[config.mk]
export PLATFORM = sky130hd
export DESIGN_NAME = ulpi_phy_emu_flat
export DESIGN_NICKNAME = d
export VERILOG_FILES = /design/src/rtl/ulpi_phy_emu_if.sv /design/src/rtl/ulpi_phy_emu.sv /design/src/flat_wrapper.sv
export SDC_FILE = /design/constraint.sdc
export NUM_CORES = 1
export LEC_CHECK = 0
export BUFFER_PORTS_ARGS = -buffer_cell sky130_fd_sc_hd__clkbuf_2
export CAP_MARGIN = 5
export CORE_ASPECT_RATIO = 1.4
export CORE_MARGIN = 10
export CORE_UTILIZATION = 50
export CTS_CLUSTER_DIAMETER = 50
export CTS_CLUSTER_SIZE = 40
export DETAILED_ROUTE_END_ITERATION = 7
export PLACE_DENSITY = 0.81
export SLEW_MARGIN = 10
export SYNTH_ARGS = -nofsm -noshare
export SYNTH_HDL_FRONTEND = slang
export SYNTH_SLANG_ARGS = --single-unit
[constraint.sdc]
create_clock -name clk_i -period 2.6 [get_ports clk_i]
set_clock_uncertainty 0.15 [all_clocks]
set_input_delay 0.13 -clock clk_i [delete_from_list [all_inputs] [get_ports clk_i]]
set_output_delay 0.13 -clock clk_i [all_outputs]
set_load 0.005 [all_outputs]
[src/rtl/ulpi_phy_emu_if.sv]
// ULPI link-side bus between a link and the emulated PHY.
// Signal names follow the PHY's point of view (_i = driven by link, _o = driven by PHY).
interface ulpi_phy_emu_if;
    logic [7:0] ulpi_data_i;  // driven by the link while dir=0
    logic [7:0] ulpi_data_o;  // driven by the PHY while dir=1
    logic       ulpi_dir_o;
    logic       ulpi_nxt_o;
    logic       ulpi_stp_i;

    modport slave (
        input  ulpi_data_i,
        input  ulpi_stp_i,
        output ulpi_data_o,
        output ulpi_dir_o,
        output ulpi_nxt_o
    );

    modport master (
        output ulpi_data_i,
        output ulpi_stp_i,
        input  ulpi_data_o,
        input  ulpi_dir_o,
        input  ulpi_nxt_o
    );
endinterface

[src/rtl/ulpi_phy_emu.sv]
// PHY-side ULPI responder: services link TX CMDs (register write/read, transmit),
// injects received packets and emits RX CMDs on LineState changes.
module ulpi_phy_emu #(
    parameter logic [15:0] VENDOR_ID     = 16'h0424,
    parameter logic [15:0] PRODUCT_ID    = 16'h0009,
    parameter logic [7:0]  FUNC_CTRL_RST = 8'h41,
    parameter logic [7:0]  IF_CTRL_RST   = 8'h00,
    parameter logic [7:0]  OTG_CTRL_RST  = 8'h06
) (
    input  logic                 clk_i,
    input  logic                 rst_i,
    ulpi_phy_emu_if.slave        ulpi,
    input  logic [1:0]           linestate_i,
    input  logic                 rx_valid_i,
    input  logic [7:0]           rx_data_i,
    input  logic                 rx_last_i,
    output logic                 rx_ready_o,
    output logic                 tx_valid_o,
    output logic [7:0]           tx_data_o,
    output logic                 tx_last_o
);

    localparam logic [3:0] S_IDLE    = 4'd0;
    localparam logic [3:0] S_CMD_ACK = 4'd1;
    localparam logic [3:0] S_W_DATA  = 4'd2;
    localparam logic [3:0] S_W_STP   = 4'd3;
    localparam logic [3:0] S_R_TA1   = 4'd4;
    localparam logic [3:0] S_R_DATA  = 4'd5;
    localparam logic [3:0] S_R_TA2   = 4'd6;
    localparam logic [3:0] S_TX_DATA = 4'd7;
    localparam logic [3:0] S_RX_TA1  = 4'd8;
    localparam logic [3:0] S_RX_DATA = 4'd9;
    localparam logic [3:0] S_RX_END  = 4'd10;
    localparam logic [3:0] S_RX_TA2  = 4'd11;
    localparam logic [3:0] S_LS_TA1  = 4'd12;
    localparam logic [3:0] S_LS_CMD  = 4'd13;
    localparam logic [3:0] S_LS_TA2  = 4'd14;

    logic [3:0] r_state;
    logic [7:0] r_cmd;
    logic [7:0] r_wdata;
    logic       r_dir;
    logic       r_nxt;
    logic [7:0] r_data_o;
    logic [7:0] r_func_ctrl;
    logic [7:0] r_if_ctrl;
    logic [7:0] r_otg_ctrl;
    logic [1:0] r_ls;
    logic [7:0] r_tx_hold;
    logic       r_tx_valid;
    logic [7:0] r_tx_data;
    logic       r_tx_last;
    logic       r_rx_last;

    logic [7:0] w_rd_data;
    logic [7:0] w_rxcmd_active;
    logic [7:0] w_rxcmd_idle;
    logic       w_stp;

    // RX CMD: {2'b00, rxevent, 2'b11, linestate}
    assign w_rxcmd_active = {2'b00, 2'b01, 2'b11, linestate_i};
    assign w_rxcmd_idle   = {2'b00, 2'b00, 2'b11, linestate_i};
    // stp only means something while the link owns the bus
    assign w_stp          = ulpi.ulpi_stp_i & ~r_dir;

    // A byte is consumed whenever the packet path can take it; after the last byte it stops.
    assign rx_ready_o = rx_valid_i &
                        ((r_state == S_RX_TA1) || ((r_state == S_RX_DATA) && !r_rx_last));

    assign ulpi.ulpi_data_o = r_data_o;
    assign ulpi.ulpi_dir_o  = r_dir;
    assign ulpi.ulpi_nxt_o  = r_nxt;
    assign tx_valid_o       = r_tx_valid;
    assign tx_data_o        = r_tx_data;
    assign tx_last_o        = r_tx_last;

    // Register read mux; base/set/clear aliases all read back the register value
    always_comb begin
        w_rd_data = 8'h00;
        case (r_cmd[5:0])
            6'h00:               w_rd_data = VENDOR_ID[7:0];
            6'h01:               w_rd_data = VENDOR_ID[15:8];
            6'h02:               w_rd_data = PRODUCT_ID[7:0];
            6'h03:               w_rd_data = PRODUCT_ID[15:8];
            6'h04, 6'h05, 6'h06: w_rd_data = r_func_ctrl;
            6'h07, 6'h08, 6'h09: w_rd_data = r_if_ctrl;
            6'h0A, 6'h0B, 6'h0C: w_rd_data = r_otg_ctrl;
            default:             w_rd_data = 8'h00;
        endcase
    end

    // Register file: commit on the W_STP edge; Function Control bit 5 (reset) self-clears
    always_ff @(posedge clk_i or negedge rst_i) begin
        if (!rst_i) begin
            r_func_ctrl <= FUNC_CTRL_RST;
            r_if_ctrl   <= IF_CTRL_RST;
            r_otg_ctrl  <= OTG_CTRL_RST;
        end else if (r_state == S_W_STP) begin
            case (r_cmd[5:0])
                6'h04:   r_func_ctrl <= r_wdata;
                6'h05:   r_func_ctrl <= r_func_ctrl | r_wdata;
                6'h06:   r_func_ctrl <= r_func_ctrl & ~r_wdata;
                6'h07:   r_if_ctrl   <= r_wdata;
                6'h08:   r_if_ctrl   <= r_if_ctrl | r_wdata;
                6'h09:   r_if_ctrl   <= r_if_ctrl & ~r_wdata;
                6'h0A:   r_otg_ctrl  <= r_wdata;
                6'h0B:   r_otg_ctrl  <= r_otg_ctrl | r_wdata;
                6'h0C:   r_otg_ctrl  <= r_otg_ctrl & ~r_wdata;
                default: ;
            endcase
        end else begin
            r_func_ctrl[5] <= 1'b0;
        end
    end

    // Bus FSM: state plus every registered ULPI / tx output
    always_ff @(posedge clk_i or negedge rst_i) begin
        if (!rst_i) begin
            r_state    <= S_IDLE;
            r_cmd      <= 8'h00;
            r_wdata    <= 8'h00;
            r_dir      <= 1'b0;
            r_nxt      <= 1'b0;
            r_data_o   <= 8'h00;
            r_ls       <= 2'b00;
            r_tx_hold  <= 8'h00;
            r_tx_valid <= 1'b0;
            r_tx_data  <= 8'h00;
            r_tx_last  <= 1'b0;
            r_rx_last  <= 1'b0;
        end else begin
            r_tx_valid <= 1'b0;
            r_tx_last  <= 1'b0;
            case (r_state)
                S_IDLE: begin
                    r_dir     <= 1'b0;
                    r_nxt     <= 1'b0;
                    r_data_o  <= 8'h00;
                    // Seed the tx hold stage with the PID byte in case this is a Transmit
                    r_tx_hold <= {~ulpi.ulpi_data_i[3:0], ulpi.ulpi_data_i[3:0]};
                    if (rx_valid_i) begin
                        r_state   <= S_RX_TA1;
                        r_dir     <= 1'b1;
                        r_nxt     <= 1'b1;
                        r_rx_last <= 1'b0;
                    end else if (linestate_i != r_ls) begin
                        r_state <= S_LS_TA1;
                        r_dir   <= 1'b1;
                    end else if (ulpi.ulpi_data_i[7:6] != 2'b00) begin
                        r_state <= S_CMD_ACK;
                        r_cmd   <= ulpi.ulpi_data_i;
                        r_nxt   <= 1'b1;
                    end
                end
                S_CMD_ACK: begin
                    case (r_cmd[7:6])
                        2'b10: begin
                            r_state <= S_W_DATA;
                            r_nxt   <= 1'b1;
                        end
                        2'b11: begin
                            r_state  <= S_R_TA1;
                            r_dir    <= 1'b1;
                            r_nxt    <= 1'b0;
                            r_data_o <= 8'h00;
                        end
                        default: begin
                            r_state <= S_TX_DATA;
                            r_nxt   <= 1'b1;
                        end
                    endcase
                end
                S_W_DATA: begin
                    r_wdata <= ulpi.ulpi_data_i;
                    r_nxt   <= 1'b0;
                    r_state <= S_W_STP;
                end
                S_W_STP: begin
                    r_state <= S_IDLE;
                end
                S_R_TA1: begin
                    r_data_o <= w_rd_data;
                    r_state  <= S_R_DATA;
                end
                S_R_DATA: begin
                    r_dir    <= 1'b0;
                    r_data_o <= 8'h00;
                    r_state  <= S_R_TA2;
                end
                S_R_TA2: begin
                    r_state <= S_IDLE;
                end
                S_TX_DATA: begin
                    // Held byte leaves on every edge; stp marks it last and drops bus data
                    r_tx_valid <= 1'b1;
                    r_tx_data  <= r_tx_hold;
                    if (w_stp) begin
                        r_tx_last <= 1'b1;
                        r_nxt     <= 1'b0;
                        r_state   <= S_IDLE;
                    end else begin
                        r_tx_hold <= ulpi.ulpi_data_i;
                        r_nxt     <= 1'b1;
                    end
                end
                S_RX_TA1, S_RX_DATA: begin
                    if ((r_state == S_RX_DATA) && r_rx_last) begin
                        r_data_o <= w_rxcmd_idle;
                        r_nxt    <= 1'b0;
                        r_ls     <= linestate_i;
                        r_state  <= S_RX_END;
                    end else if (rx_valid_i) begin
                        r_data_o  <= rx_data_i;
                        r_nxt     <= 1'b1;
                        r_rx_last <= rx_last_i;
                        r_state   <= S_RX_DATA;
                    end else begin
                        // Source stalled: fill the gap with an RX CMD, rxevent = active
                        r_data_o <= w_rxcmd_active;
                        r_nxt    <= 1'b0;
                        r_ls     <= linestate_i;
                        r_state  <= S_RX_DATA;
                    end
                end
                S_RX_END: begin
                    r_dir    <= 1'b0;
                    r_nxt    <= 1'b0;
                    r_data_o <= 8'h00;
                    r_state  <= S_RX_TA2;
                end
                S_RX_TA2: begin
                    r_state <= S_IDLE;
                end
                S_LS_TA1: begin
                    r_data_o <= w_rxcmd_idle;
                    r_ls     <= linestate_i;
                    r_state  <= S_LS_CMD;
                end
                S_LS_CMD: begin
                    r_dir    <= 1'b0;
                    r_data_o <= 8'h00;
                    r_state  <= S_LS_TA2;
                end
                S_LS_TA2: begin
                    r_state <= S_IDLE;
                end
                default: begin
                    r_state  <= S_IDLE;
                    r_dir    <= 1'b0;
                    r_nxt    <= 1'b0;
                    r_data_o <= 8'h00;
                end
            endcase
        end
    end

endmodule

[src/flat_wrapper.sv]
// flat-port wrapper written by rule: the top's interface ports become plain ports
module ulpi_phy_emu_flat 
#(
    parameter logic [15:0] VENDOR_ID     = 16'h0424,
    parameter logic [15:0] PRODUCT_ID    = 16'h0009,
    parameter logic [7:0]  FUNC_CTRL_RST = 8'h41,
    parameter logic [7:0]  IF_CTRL_RST   = 8'h00,
    parameter logic [7:0]  OTG_CTRL_RST  = 8'h06
)
  (clk_i, rst_i, linestate_i, rx_valid_i, rx_data_i, rx_last_i, rx_ready_o, tx_valid_o, tx_data_o, tx_last_o, ulpi_ulpi_data_i, ulpi_ulpi_stp_i, ulpi_ulpi_data_o, ulpi_ulpi_dir_o, ulpi_ulpi_nxt_o);
  ulpi_phy_emu_if ulpi_i ();
  input  logic clk_i;
  input  logic rst_i;
  input  logic [1:0] linestate_i;
  input  logic rx_valid_i;
  input  logic [7:0] rx_data_i;
  input  logic rx_last_i;
  output logic rx_ready_o;
  output logic tx_valid_o;
  output logic [7:0] tx_data_o;
  output logic tx_last_o;
  input wire logic [$bits(ulpi_i.ulpi_data_i)-1:0] ulpi_ulpi_data_i;
  input wire logic [$bits(ulpi_i.ulpi_stp_i)-1:0] ulpi_ulpi_stp_i;
  output wire logic [$bits(ulpi_i.ulpi_data_o)-1:0] ulpi_ulpi_data_o;
  output wire logic [$bits(ulpi_i.ulpi_dir_o)-1:0] ulpi_ulpi_dir_o;
  output wire logic [$bits(ulpi_i.ulpi_nxt_o)-1:0] ulpi_ulpi_nxt_o;
  assign ulpi_i.ulpi_data_i = ulpi_ulpi_data_i;
  assign ulpi_i.ulpi_stp_i = ulpi_ulpi_stp_i;
  assign ulpi_ulpi_data_o = ulpi_i.ulpi_data_o;
  assign ulpi_ulpi_dir_o = ulpi_i.ulpi_dir_o;
  assign ulpi_ulpi_nxt_o = ulpi_i.ulpi_nxt_o;
  ulpi_phy_emu #(.VENDOR_ID(VENDOR_ID), .PRODUCT_ID(PRODUCT_ID), .FUNC_CTRL_RST(FUNC_CTRL_RST), .IF_CTRL_RST(IF_CTRL_RST), .OTG_CTRL_RST(OTG_CTRL_RST)) u_core (.clk_i(clk_i), .rst_i(rst_i), .ulpi(ulpi_i), .linestate_i(linestate_i), .rx_valid_i(rx_valid_i), .rx_data_i(rx_data_i), .rx_last_i(rx_last_i), .rx_ready_o(rx_ready_o), .tx_valid_o(tx_valid_o), .tx_data_o(tx_data_o), .tx_last_o(tx_last_o));
endmodule
Word-level counts from Yosys, hierarchy flattened

Cells that the tools add are included.
W data, S select, Z words.

Output and inout port bits: 21
Register bits: 75
ROM bits: 0
Input port bits: 23
Logic and storage cells: 138
Memories kept: 0
RAM bits: 0
Bits in latches: 0

Shift operators: 0
$mul: 0
Equal/unequal tests: 37
Reduce and logical (&&, ||, !) cells: 30
Mux-type cells: 40
Magnitude comparators: 0
Bitwise operators: 15
Add/sub/neg operators: 0
Divide/modulo/power cells: 0

Operators with widths:

| kind                 | count |
|---|---|
| $pmux W8 S3          | 3 |
| $pmux W8 S6          | 1 |
| $pmux W4 S10         | 1 |
| $pmux W8 S5          | 1 |
| $mux W8              | 4 |
| $eq A6 B4 Y1 const B | 5 |
| $eq A4 B4 Y1 const B | 7 |
| $and A8 B8 Y8        | 3 |
| $eq A6 B3 Y1 const B | 4 |
| $or A8 B8 Y8         | 3 |
| $mux W1              | 17 |
| $eq A4 B3 Y1 const B | 4 |
| $mux W4              | 4 |
| $pmux W8 S2          | 1 |
| $reduce_and A2 Y1    | 8 |
| $reduce_or A10 Y1    | 1 |
| $reduce_bool A3 Y1   | 3 |
| $reduce_or A3 Y1     | 3 |
| $eq A4 B2 Y1 const B | 2 |
| $ne A2 B2 Y1 const B | 4 |
| $not A8 Y8           | 1 |
| $reduce_and A4 Y1    | 2 |
| $reduce_bool A2 Y1   | 4 |
| $reduce_or A8 Y1     | 1 |
| other kinds (25)     | 35 |

Logic depth before layout (Yosys ltp)

Depth after elaboration: 5
Gate-level depth with buffers: 6
Gate-level depth less buffers: 4

Worst setup path after synthesis

Ideal clock, no wire load.

Kind: reg-to-reg
Start: register u_core.r_state[0]
End: register u_core.r_cmd[0]
Required time: 2.325 ns
Path buffers: 2
Cell stages (with the launch flop): 7
Arrival time: 1.824 ns
Setup slack: 0.501 ns
Setup time: 0.125 ns
Period minus slack after synthesis: 2.099 ns
Path through: dfrtp_1 buf_6 or4_4 nor4_4 and2_1 buf_6 mux2_4

Longest elaborated chain between the ends: 2

Ends and longest elaborated chain:

| item                        | RTL line            | text |
|---|---|---|
| start, declared             | ulpi_phy_emu.sv:39  | `logic [3:0] r_state;` |
| start signal, assigned      | ulpi_phy_emu.sv:119 | `r_state <= S_IDLE;` |
| start signal, assigned      | ulpi_phy_emu.sv:142 | `r_state <= S_RX_TA1;` |
| start signal, assigned      | ulpi_phy_emu.sv:147 | `r_state <= S_LS_TA1;` |
| $logic_not A4 Y1            | ulpi_phy_emu.sv:134 | `case (r_state)` |
| $reduce_and A4 Y1 (no line) | --                  |  |
| end signal, assigned        | ulpi_phy_emu.sv:151 | `r_cmd <= ulpi.ulpi_data_i;` |
| end, declared               | ulpi_phy_emu.sv:40  | `logic [7:0] r_cmd;` |

Every way passes these cells.
A chain may end at the register's enable or synchronous reset.

Worst setup path in the final report

Start: register u_core.r_state[3]
End: register u_core.r_cmd[6]

Same word-level chain as after synthesis.

==> impl_metrics.json <==
{
  "place_ws_ps": 312,
  "final-hold-violation-count": 0,
  "rows": 37,
  "status": "finished clean",
  "die-area_mm2": 0.0117,
  "min_to": "u_core.r_rx_last",
  "netlist_area_mm2": 0.00385,
  "ir_worst_vdd_mv": 0.516,
  "clkTransAtPathRegs_ps": 80,
  "first_pass_iters": 5,
  "postRouteAntennaNets": 0,
  "finalCritPeriodShare_pct": 91.8,
  "rrSetupSlack_ps": 210,
  "drive_gt1_share_pct": 21.2,
  "holdBufCountCts": 22,
  "syn_avg_cell_area_um2": 9.38,
  "setup_viol": 0,
  "syn2layout_area_growth_pct": 19.6,
  "cts_resized": 0,
  "seq_area_frac_synth_pct": 48.8,
  "drc_errors": 0,
  "antenna_found_initial": 0,
  "r2r_start": "u_core.r_state[3]",
  "wl_um": 9610,
  "synth_ff_type": "dfrtp_1",
  "avgRoutedWirePerCell_um": 16.5,
  "clockBufferDepth": 2,
  "cts_buffers": 9,
  "synth_edf_count": 0,
  "crit_type": "flop to flop",
  "track_usage_pct": 17.2,
  "htree_levels": 3,
  "critical_path_arrival_ps": 2480,
  "post_drt_via_cell_ratio": 5.72,
  "grt_pass1_vias": 3291,
  "final_nets": 503,
  "yosys_warnings": 0,
  "period_minus_slack_ps": 2390,
  "r2r-end": "u_core.r_cmd[6]",
  "synth-seq-cells": 75,
  "synth_fp_nets": 434,
  "place_congestion": 0.854,
  "synth_common_cells": "71 x dfrtp_1, 69 x nand2_1, 51 x o21ai_0",
  "clock_sinks": 75,
  "globalRoute.totalOverflow": 0,
  "fin_cells": 582,
  "critPathMaxFanout": 15,
  "cp-start-kind": "flop",
  "grt_start_max_net_pins": 76,
  "p_leak_uw": 0.00209,
  "vias": 3328,
  "syn_inst": 411,
  "yosys.area.top_type": "dfrtp_1",
  "first_iter_violations": 310,
  "ys_types": 55,
  "n_antenna_cell": 0,
  "slew_violations": 0,
  "drv_cap": 0,
  "ys_async_sr_fraction_pct": 100,
  "cts_setup_buffers": 0,
  "worst_r2r_path_depth": 5,
  "tightest_slew_ps": 883,
  "die_width_um": 94.2,
  "max_freq_mhz": 419,
  "crit_required_ps": 2690,
  "synthTopCellsByArea": "dfrtp_1 46%, nand2_1 6.7%, o21ai_0 6.6%",
  "cts-root-buf": "clkbuf_8",
  "seqCellArea_mm2": 0.00188,
  "multi_input_area_mm2": 0.00177,
  "layout_setup_ws_ps": 212,
  "whs_path_depth": 3,
  "cp-end-kind": "flop",
  "core_area_mm2": 0.00745,
  "power_density_mw_per_mm2": 1120,
  "dp.cells": 544,
  "slew_headroom_pct": 39.6,
  "cts_tree": "built",
  "worstSkewPairLatency_ps": 360,
  "dp_hpwl_um": 6950,
  "synth_top_area_share_pct": 46.1,
  "grt_pass1_wl_um": 16000,
  "hp-start": "rx_valid_i",
  "hp-class": "primary input to flop",
  "yosysMostFrequentCell": "dfrtp_1",
  "num-fill-cells": 604,
  "rsz0062_at_grt": "no",
  "pin_count": 44,
  "finalSetupTns_ps": 0,
  "die_h_um": 124,
  "postLayoutCoreUtil_pct": 61.8,
  "io_buffers": 43,
  "initial_utilization_pct": 51.7
}
-- critical path: stages, from the launching register on --
cell and delay (ps):
dfrtp_1 520, or4_4 500, nor4_4 250, nand2_1 120
a22o_1 180, dlygate4sd3_1 550
-- sequential cells by signal, indices dropped and copies added (netlist names) --
name and cells:
u_core.r_otg_ctrl 8, u_core.ulpi.ulpi_dir_o 1, u_core.r_rx_last 1, u_core.ulpi.ulpi_data_o 8, u_core.r_tx_hold 8, u_core.r_func_ctrl 8
u_core.r_state 4, u_core.r_ls 2, u_core.ulpi.ulpi_nxt_o 1, u_core.tx_valid_o 1, u_core.tx_data_o 8, u_core.r_cmd 8
u_core.r_wdata 8, u_core.tx_last_o 1, u_core.r_if_ctrl 8
-- how the worst max path moves through the flow --
stage,start,endpoint,slack (ps),cells after the start
after global placement,u_core.r_state[3],u_core.r_cmd[2],390,4
after detailed placement,u_core.r_state[3],u_core.r_cmd[2],310,4
after global routing,u_core.r_state[3],u_core.r_cmd[6],90,5
final,u_core.r_state[3],u_core.r_cmd[6],210,5
after floorplan,u_core.r_state[0],u_core.r_cmd[0],500,6
after CTS,u_core.r_state[3],u_core.r_cmd[6],210,5
-- power by group --
group	leakage, uW	internal (uW)	switching, uW	total [uW]
Sequential	0.000952	1690	425	2120
Combinational	0.00104	946	1190	2140
Clock	0.0000991	465	427	891
-- stage by stage --
| stage | hold WS, ps | power [uW] | cell area (um2) |
|---|---|---|---|
| 2_1_floorplan | -316 | 3510 | 3850 |
| 3_3_place_gp | 169 | 4120 | 4190 |
| 3_5_place_dp | 171 | 4210 | 4190 |
| 4_1_cts | 59.9 | 5150 | 4610 |
| 5_1_grt | 81.4 | 5520 | 4610 |
| 6_report | 68.3 | 5150 | 4610 |
-- layout make-up --
cell class	instances	area share [%]
tap	97	2.63
clock inverter	5	1.14
multi-input combinational	287	38.3
sequential	75	40.8
timing repair buffer	78	11.6
clock buffer	11	3.07
inverter	29	2.36
-- layer usage --
metal | vias to the layer above | GRT usage [%] | wire [um]
li1 | 1603 | - | -
met1 | 1585 | 19.8 | 3760
met2 | 108 | 28.1 | 4920
met3 | 32 | 4.52 | 536
met4 | 0 | 9.81 | 398
met5 | - | 0 | 0
-- logic make-up (layout without fill, tap and decap cells) --
kind of cell / after synthesis / in the layout / synth area share (%)
buffers and inverters: 49 / 123 / 5.32
muxes: 17 / 17 / 5.52
DFF: 75 / 75 / 48.8
xor gates and xnor gates: 3 / 3 / 0.682
and+or+nand+nor: 142 / 142 / 19.1
AOI/OAI and AO/OA: 125 / 125 / 20.6
-- placed cells by master, fill, tap and decap left out, types with 10 or more instances in the layout --
| master | netlist | routed |
|---|---|---|
| a211oi_1 | 10 | 10 |
| a21oi_1 | 24 | 24 |
| buf_4 | 0 | 14 |
| clkbuf_2 | 0 | 42 |
| clkbuf_8 | 0 | 10 |
| dfrtp_1 | 71 | 71 |
| dlygate4sd3_1 | 0 | 22 |
| inv_1 | 28 | 28 |
| mux2_2 | 10 | 10 |
| nand2_1 | 69 | 69 |
| nor2_1 | 13 | 13 |
| nor3_1 | 11 | 11 |
| o21ai_0 | 51 | 51 |
Power figures use the tool's default switching activity.
